[src/rtl/oerv_wdata_pack_pkg.sv]
// Shared definitions for the serial store/load data paths: FSM encodings, store
// sizes and the store-word lane replication helper.
package oerv_wdata_pack_pkg;

    localparam int unsigned W     = 8;
    localparam int unsigned BEATS = 32 / W;

    typedef enum logic [1:0] {
        ST_IDLE    = 2'b00,
        ST_COLLECT = 2'b01,
        ST_BUS     = 2'b10
    } state_e;

    localparam logic [1:0] SIZE_BYTE = 2'b00;
    localparam logic [1:0] SIZE_HALF = 2'b01;
    localparam logic [1:0] SIZE_WORD = 2'b10;

    // Replicate the low byte/half across the word so any lane picked by sel sees it.
    function automatic logic [31:0] pack_word(input logic [1:0] size, input logic [31:0] raw);
        case (size)
            SIZE_BYTE:        pack_word = {4{raw[7:0]}};
            SIZE_HALF:        pack_word = {2{raw[15:0]}};
            SIZE_WORD, 2'b11: pack_word = raw;
        endcase
    endfunction

endpackage

[src/rtl/oerv_lane_sel.sv]
// Byte-enable and misalignment decode from access size and low address bits.
// Purely combinational; shared by the store packer and the load lane extractor.
module oerv_lane_sel
    import oerv_wdata_pack_pkg::*;
(
    input  logic [1:0] i_size,
    input  logic [1:0] i_adr_lo,
    output logic [3:0] o_sel,
    output logic       o_misalign
);

    always_comb begin
        o_sel      = 4'b1111;
        o_misalign = 1'b0;
        case (i_size)
            SIZE_BYTE: o_sel = 4'b0001 << i_adr_lo;
            SIZE_HALF: begin
                o_sel      = i_adr_lo[1] ? 4'b1100 : 4'b0011;
                o_misalign = i_adr_lo[0];
            end
            SIZE_WORD, 2'b11: o_misalign = |i_adr_lo;
        endcase
    end

endmodule

[src/rtl/oerv_wdata_pack.sv]
// Collects four LSB-first 8-bit chunks into a 32-bit store word and issues a
// single classic Wishbone write; misaligned stores are rejected with a pulse.
module oerv_wdata_pack
    import oerv_wdata_pack_pkg::*;
(
    input  logic         i_clk,
    input  logic         i_rst,
    input  logic         i_start,
    input  logic         i_cnt_en,
    input  logic [W-1:0] i_dat,
    input  logic [1:0]   i_size,
    input  logic [31:0]  i_adr,
    output logic         o_busy,
    output logic         o_dbus_cyc,
    output logic         o_dbus_we,
    output logic [31:0]  o_dbus_adr,
    output logic [31:0]  o_dbus_dat,
    output logic [3:0]   o_dbus_sel,
    input  logic         i_dbus_ack,
    output logic         o_done,
    output logic         o_misalign
);

    state_e                    state_q;
    logic [1:0]                cnt_q;
    logic [BEATS-2:0][W-1:0]   beat_q;
    logic [31:0]               adr_q;
    logic [1:0]                size_q;

    logic [3:0]                sel_c;
    logic                      misalign_c;
    logic [31:0]               word_c;

    oerv_lane_sel u_lane_sel (
        .i_size     (size_q),
        .i_adr_lo   (adr_q[1:0]),
        .o_sel      (sel_c),
        .o_misalign (misalign_c)
    );

    // Beat 3 is never stored: it goes straight from i_dat into the output word.
    always_comb word_c = {i_dat, beat_q[2], beat_q[1], beat_q[0]};

    always_comb begin
        o_busy    = (state_q != ST_IDLE);
        o_dbus_we = o_dbus_cyc;
    end

    always_ff @(posedge i_clk or posedge i_rst) begin
        if (i_rst) begin
            state_q    <= ST_IDLE;
            cnt_q      <= 2'd0;
            beat_q     <= '0;
            adr_q      <= 32'd0;
            size_q     <= SIZE_BYTE;
            o_dbus_cyc <= 1'b0;
            o_dbus_adr <= 32'd0;
            o_dbus_dat <= 32'd0;
            o_dbus_sel <= 4'd0;
            o_done     <= 1'b0;
            o_misalign <= 1'b0;
        end else begin
            o_done     <= 1'b0;
            o_misalign <= 1'b0;
            case (state_q)
                ST_IDLE: begin
                    if (i_start) begin
                        adr_q   <= i_adr;
                        size_q  <= i_size;
                        cnt_q   <= 2'd0;
                        state_q <= ST_COLLECT;
                        if (i_cnt_en) begin
                            beat_q[0] <= i_dat;
                            cnt_q     <= 2'd1;
                        end
                    end
                end
                ST_COLLECT: begin
                    if (i_cnt_en) begin
                        cnt_q <= cnt_q + 2'd1;
                        unique case (cnt_q)
                            2'd0: beat_q[0] <= i_dat;
                            2'd1: beat_q[1] <= i_dat;
                            2'd2: beat_q[2] <= i_dat;
                            2'd3: begin
                                if (misalign_c) begin
                                    o_misalign <= 1'b1;
                                    state_q    <= ST_IDLE;
                                end else begin
                                    o_dbus_cyc <= 1'b1;
                                    o_dbus_adr <= {adr_q[31:2], 2'b00};
                                    o_dbus_dat <= pack_word(size_q, word_c);
                                    o_dbus_sel <= sel_c;
                                    state_q    <= ST_BUS;
                                end
                            end
                        endcase
                    end
                end
                ST_BUS: begin
                    if (i_dbus_ack) begin
                        o_dbus_cyc <= 1'b0;
                        o_done     <= 1'b1;
                        state_q    <= ST_IDLE;
                    end
                end
                default: state_q <= ST_IDLE;
            endcase
        end
    end

endmodule

[config.mk]
export PLATFORM = sky130hd
export DESIGN_NAME = oerv_wdata_pack
export DESIGN_NICKNAME = d
export VERILOG_FILES = /design/src/rtl/oerv_wdata_pack_pkg.sv /design/src/rtl/oerv_lane_sel.sv /design/src/rtl/oerv_wdata_pack.sv
export SDC_FILE = /design/constraint.sdc
export NUM_CORES = 1
export LEC_CHECK = 0
export BUFFER_PORTS_ARGS = -buffer_cell sky130_fd_sc_hd__buf_4
export CORE_MARGIN = 10
export CORE_UTILIZATION = 53
export CTS_BUF_LIST = sky130_fd_sc_hd__clkbuf_16
export CTS_CLUSTER_SIZE = 40
export DETAILED_ROUTE_END_ITERATION = 7
export HOLD_SLACK_MARGIN = 0.02
export PLACE_DENSITY = 0.87
export SETUP_SLACK_MARGIN = 0.02
export SLEW_MARGIN = 5
export SYNTH_ARGS = -nofsm -noshare
export SYNTH_HDL_FRONTEND = slang
export SYNTH_HIERARCHICAL = 1
export SYNTH_SLANG_ARGS = --single-unit
[constraint.sdc]
create_clock -name i_clk -period 6.52 [get_ports i_clk]
set_clock_uncertainty 0.15 [all_clocks]
set_input_delay 1.304 -clock i_clk [delete_from_list [all_inputs] [get_ports i_clk]]
set_output_delay 1.304 -clock i_clk [all_outputs]
set_load 0.01 [all_outputs]
==> summary.md, run 1 <==
| Metric | Value |
|---|---|
| Cell Rows | 37 |
| Cell taking the most area after synthesis | dfrtp_1 |
| # resized after CTS | 0 |
| Via density per instance | 5.41 |
| Count leader, synth | dfrtp_1 |
| Global-route wire length before repair | 20500 um |
| Cell Pwr Density | between 500 and 600 nW/um^2 |
| TritonCTS sink count | 131 |
| Synth Register Bits | between 100 and 150 |
| Status | finished, final reports clean |
| H-tree depth | 4 |
| Mapped Area | 5600 um^2 |
| Drt wl/cell | 19.5 um |
| Period minus WS final | approximately 3.1 ns |
| Met1 WL | roughly 5200 um |
| Syn Area/Cell | approximately 14 um^2 |
| DR vias | 3525 |
| Final net count | approximately 560 |
| Worst Hold Launch | adr_q[6] |
| Post-route antenna net violation count | 0 |
| Vias in the first global route | 3911 |
| RePlAce Congestion | 0.846 |
| DRT Pass-1 Iters | 4 |
| Core box area | 10300 um^2 |
| Setup ws final | 3.45 ns |
| Filler cell count | a little over 700 |
| Actual slew at the worst max-slew pin | 1.07 ns |
| Max Cap Viol | 0 |
| Fin Setup TNS | 0 ns |
| Drt total wl | 12700 um |
| Post-route DRC | 0 |
| Layout overhead on the synthesized area | 27.2% |
| CTS tree | done |
| RSZ-0062 raised after global routing | false |
| Cells after Synth | about 390 |
| Pre-CTS WS | 3.25 ns |
| Sequential fraction of the synthesis area | 0.585 |
| Final setup fails | 0 |
| GRT Util Overall | 0.174 |
| Worst-path clk slew | 0.05 ns |
| Worst r2r src | size_q[0] |
| Largest net degree at the start of global routing | 87 |
| CP arrival | 3.21 ns |
| Worst endpoint required time | 6.66 ns |
| Met3 Wirelength | 1090 um |
| Initial antenna violation count | 0 |
| Setup CP Type | reg -> reg |
| Share of the synthesized area in the top cell type | 0.585 |
| Chip width | 123 um |
| Leak Pwr | 3.41 nW |
| HP Class | reg -> reg |
| DP HPWL | 8550 um |
| Top cells by count, synth | 131 x dfrtp_1, 89 x mux2_2, 50 x o21ai_0 |
| Placed cells | 620 |
| TritonCTS Buffers | 17 |
| Crit. Startpoint | size_q[0] |
| Maximum VDD drop | 0.301 mV |
| Area of the die | roughly 15000 um^2 |
| CTS Hold Bufs | 0 |
| Ys flop type | dfrtp_1 |
| Tcrit/Tclk final | 0.471 |
| Starting Density | 0.543 |
| Fmax | 325 MHz |
| CP Max Fanout | 40 |
| Share of layout cells above drive strength 1 | 0.509 |
| Root buffer cell | clkbuf_16 |
| Wire length on met2 | 6250 um |
| Worst-skew pair later-pin latency | around 0.41 ns |
| Startpoint types | flip-flop |
| CP endpoint kind | flip-flop |
| Pins over their slew limit | 0 |
| Dominant cells by area after synthesis | dfrtp_1 59%, mux2_2 18%, mux2i_1 4.5%, o21ai_0 4.5%, mux2_4 4.3% |
| Max_slew headroom | 0.289 |
| DRT iter0 DRCs | 260 |
| Final cell count without fillers | 651 |
| Total grt overflow | 0 |
| Antenna cells | 0 |
| Pwr Total | 0.00383 W |
| Highest Signal Layer | met4 |
| Number of synthesized flops with an enable pin | 0 |
| Ports | 120 |
| Die Y | about 120 um |
| FFs w/ async S/R, synth | 1.00 |
| Count of final hold-check violations | 0 |
| Synth cell types | 36 |
| Max Root-Sink Buffers | 2 |
| Setup repair bufs after CTS | 0 |
| YS warnings | 6 |
| Number of port buffers | 117 |
-- metrics by stage --
step | cell area [um^2] | hold WS, ns | util
finish | 7130 | 0.343 | 0.690
global route | 7130 | 0.359 | 0.690
CTS | 7130 | 0.349 | 0.690
detailed placement | 6500 | 0.336 | 0.630
global placement | 6500 | 0.320 | 0.630
floorplan | 5610 | 0.308 | -
-- cells by family (layout without fill, tap and decap cells) --
family | after synthesis | in the layout | synth area share
compound gates | 62 | 62 | 0.0599
fa+ha+maj | 5 | 5 | 0.0112
buf+inv | 31 | 158 | 0.0355
flops | 131 | 131 | 0.585
mux | 133 | 133 | 0.273
other cells | 1 | 2 | 0.000669
simple gates | 24 | 24 | 0.0351
-- worst paths after layout --
path | to | slack [ns] | depth (start not counted)
setup / recovery | o_dbus_adr[2] | 3.45 | 5
hold / removal | adr_q[6] | 0.34 | 1
setup reg to reg | o_dbus_adr[2] | 3.45 | 5
hold reg to reg | adr_q[6] | 0.34 | 1
max in group asynchronous | size_q[1] | 4.05 | 3
min in group asynchronous | o_dbus_dat[3] | 1.00 | 2
-- layout by cell type (no fill, tap or decap), types with 3 or more instances in the layout --
cell	Yosys	final
a21o_1	3	3
bufinv_16	0	5
ha_1	5	5
clkinv_1	0	3
o21ai_0	50	50
inv_1	8	9
mux2_2	89	89
buf_4	5	119
clkbuf_16	0	17
mux2_1	3	3
mux2i_1	25	25
nor2_1	6	5
dfrtp_1	131	131
nand2b_1	3	3
mux2_4	16	16
-- per-layer routing --
layer / vias to the layer above / GRT usage
li1: 1598 / -
met1: 1798 / 0.210
met2: 117 / 0.282
met3: 12 / 0.0702
met4: 0 / 0.0508
met5: - / 0
-- critical path, cell delays in order (launching register included) --
cell	delay [ns]
dfrtp_1	0.71
a21oi_1	0.16
nor2_2	0.83
inv_1	0.23
nand2b_4	0.51
mux2_4	0.35
-- report_power, final --
group          leakage (nW)  internal, W  switching [W]
registers              1.60      0.00120       0.000279
logic                  1.51     0.000754       0.000590
clock network         0.308     0.000668       0.000336
-- state kept, by name (all words and copies together) (netlist names) --
register and count:
adr_q 32, o_dbus_dat 32, o_dbus_adr 30, beat_q 24
o_dbus_sel 4, cnt_q 2, size_q 2, state_q 2
o_dbus_cyc 1, o_done 1, o_misalign 1
-- area by class of cell --
type                            count  area, um^2  share of cell area
Clock inverter                     14         195              0.0274
Clock buffer                       17         425              0.0597
Inverter                            8        32.5             0.00457
Multi-Input combinational cell    226        2130               0.299
Timing Repair Buffer              119         893               0.125
Tap cell                          136         170              0.0239
Sequential cell                   131        3280               0.460
No activity file was read; power rests on OpenSTA's default activity.
==> run 2: changes to the inputs <==
--- a/config.mk
+++ b/config.mk
@@ -7,12 +7,12 @@
 export LEC_CHECK = 0
 export BUFFER_PORTS_ARGS = -buffer_cell sky130_fd_sc_hd__buf_4
 export CORE_MARGIN = 10
-export CORE_UTILIZATION = 53
+export CORE_UTILIZATION = 49
 export CTS_BUF_LIST = sky130_fd_sc_hd__clkbuf_16
 export CTS_CLUSTER_SIZE = 40
 export DETAILED_ROUTE_END_ITERATION = 7
 export HOLD_SLACK_MARGIN = 0.02
-export PLACE_DENSITY = 0.87
+export PLACE_DENSITY = 0.85
 export SETUP_SLACK_MARGIN = 0.02
 export SLEW_MARGIN = 5
 export SYNTH_ARGS = -nofsm -noshare
==> constraint.sdc (replaced) <==
create_clock -name i_clk -period 2.6 [get_ports i_clk]
set_clock_uncertainty 0.15 [all_clocks]
set_input_delay 0.52 -clock i_clk [delete_from_list [all_inputs] [get_ports i_clk]]
set_output_delay 0.52 -clock i_clk [all_outputs]
set_load 0.01 [all_outputs]
==> run 2 against run 1 <==
  * Sequential cell count unchanged
  * Sequential power grew 150%
  * Wire length down 0.33%
  * Critical path depth is 3 lower
  * Non-clock buffer count grew 6
  * First-iteration DRC count fell by 13%
  * Global-route usage decreased by 1.2 points
  * Worst setup slack worse by 2.9 ns
  * Utilization decreased by 4.5 points
  * Sequential share of layout area is 0.081 points higher
  * Cell area fell by 0.18%
  * Count of clock-buffer cells in the layout did not move
  * Largest cell class unchanged
==> summary.md, run 2 (same netlist as run 1, synthesis figures left out) <==
| Metric | Value |
|---|---|
| Total grt overflow | 0 |
| Setup CP Type | reg -> out |
| CP max stage delay | between 0.5 and 0.6 ns |
| Status | finished, final reports clean |
| Filler cell count | 791 |
| Worst endpoint required time | around 1.9 ns |
| Final setup fails | 0 |
| Via density per instance | 5.31 |
| FF-to-FF End | adr_q[27] |
| H-tree depth | 4 |
| Count of final hold-check violations | 0 |
| Number of port buffers | 117 |
| CP Max Fanout | 12 |
| TritonCTS Buffers | 17 |
| RePlAce Congestion | a little under 0.8 |
| Setup repair bufs after CTS | 0 |
| Critical Path, Cell by Cell | or2_4 > buf_4 |
| Antenna cells | 0 |
| # resized after CTS | 0 |
| DP HPWL | 8770 um |
| Most common cell after layout, fill and taps aside | dfrtp_1 |
| Cell Rows | 38 |
| HP Class | in -> async |
| Maximum VDD drop | 0.710 mV |
| Vias in the first global route | 3930 |
| Pins over their slew limit | 0 |
| Leak Pwr | between 3 and 4 nW |
| Fin Setup TNS | 0 ns |
| Global-route wire length before repair | 20800 um |
| Initial antenna violation count | 0 |
| Area of the die | 16100 um^2 |
| Chip width | 127 um |
| Worst-skew pair later-pin latency | 0.41 ns |
| DR vias | 3518 |
| GRT Util Overall | 0.162 |
| Post-route DRC | 0 |
| Starting Density | 0.508 |
| Final net count | 561 |
| Tcrit/Tclk final | 0.806 |
| Worst r2r src | state_q[0] |
| Worst-path clk slew | 0.06 ns |
| Root buffer cell | clkbuf_16 |
| CP arrival | 1.43 ns |
| Max Root-Sink Buffers | 2 |
| Max Cap Viol | 0 |
| Drt total wl | ~13000 um |
| Share of layout cells above drive strength 1 | 0.525 |
| CTS tree | done |
| Startpoint types | flip-flop |
| CP endpoint kind | output pin |
| Max_slew headroom | 0.537 |
| Fin util | 0.645 |
| DRT iter0 DRCs | around 230 |
| R2R Setup Slk | 0.55 ns |
| Most frequent cells in the layout | 131 x dfrtp_1, 124 x buf_4, 89 x mux2_2 |
| Die Y | between 100 and 150 um |
| Slowest CP cell | dfrtp_1 |
| Core box area | 11000 um^2 |
| Top Registers | adr_q (32), o_dbus_dat (32), o_dbus_adr (30) |
| Fmax | 477 MHz |
| Actual slew at the worst max-slew pin | 0.694 ns |
| Period minus WS final | 2.10 ns |
| Ports | 120 |
| RSZ-0062 raised after global routing | false |
| Drt wl/cell | 19.1 um |
| CTS Hold Bufs | 0 |
| Cell Pwr Density | 1310 nW/um^2 |
| TritonCTS sink count | 131 |
| DRT Pass-1 Iters | 4 |
| Post-route antenna net violation count | 0 |
| Layout overhead on the synthesized area | 27.0% |
| R2R depth | 3 |
| Largest net degree at the start of global routing | between 90 and 100 |
## run 2: cell types whose count changed in the layout (fill, tap and decap cells not counted), sizes merged
| cell | before | now |
|---|---|---|
| clkinvlp | 1 | 4 |
| bufinv | 5 | 1 |
| inv | 10 | 7 |
| clkinv | 6 | 11 |
| buf | 119 | 125 |
## run 2: routing by layer
layer | global-route usage | wire length, um | vias to the layer above
met2 | 0.265 | 6210 | 104
met1 | 0.191 | 5390 | 1789
met4 | 0.0422 | 102 | 0
met5 | 0 | 0 | -
met3 | 0.0696 | 939 | 10
li1 | - | - | 1615
## run 2: where the power goes
group / switching (W) / internal [W]
Combinational: 0.00154 / 0.00194
Clock: 0.000871 / 0.00130
Sequential: 0.000638 / 0.00302
Total: 0.00305 / 0.00626
## run 2: area by class of cell
cell class,instances,area (um^2),share of cell area
Timing Repair Buffer,125,951,0.134
Inverter,8,33.8,0.00475
Tap cell,140,175,0.0246
Sequential cell,131,3280,0.461
Clock inverter,15,119,0.0167
Multi-Input combinational cell,226,2130,0.300
Clock buffer,17,425,0.0598
## run 2: how the worst max path moves through the flow
| stage | from | end | slack, ns |
|---|---|---|---|
| 4_1_cts | state_q[0] | o_busy | 0.49 |
| 2_1_floorplan | i_rst | adr_q[0] | 0.31 |
| 3_3_place_gp | state_q[0] | adr_q[23] | 0.62 |
| 3_5_place_dp | state_q[0] | adr_q[20] | 0.57 |
| 5_1_grt | state_q[0] | o_busy | 0.45 |
| 6_report | state_q[0] | o_busy | 0.50 |
## run 2: per-stage QoR
step	total power (W)	hold slack, ns	cell area (um^2)	setup slack, ns	std cells
after CTS	0.00943	0.126	7110	0.489	662
after detailed placement	0.00721	0.335	6570	0.571	630
after global routing	0.00991	0.134	7110	0.447	662
after floorplan	0.00575	0.308	5610	0.307	388
final	0.00931	0.111	7110	0.503	662
after global placement	0.00702	0.321	6570	0.616	630
## run 2: worst max-delay path, delay by kind of cell (launching register included)
kind / cells / cell delay, ns
flops: 1 / 0.53
buf+inv: 1 / 0.15
simple gates: 1 / 0.33
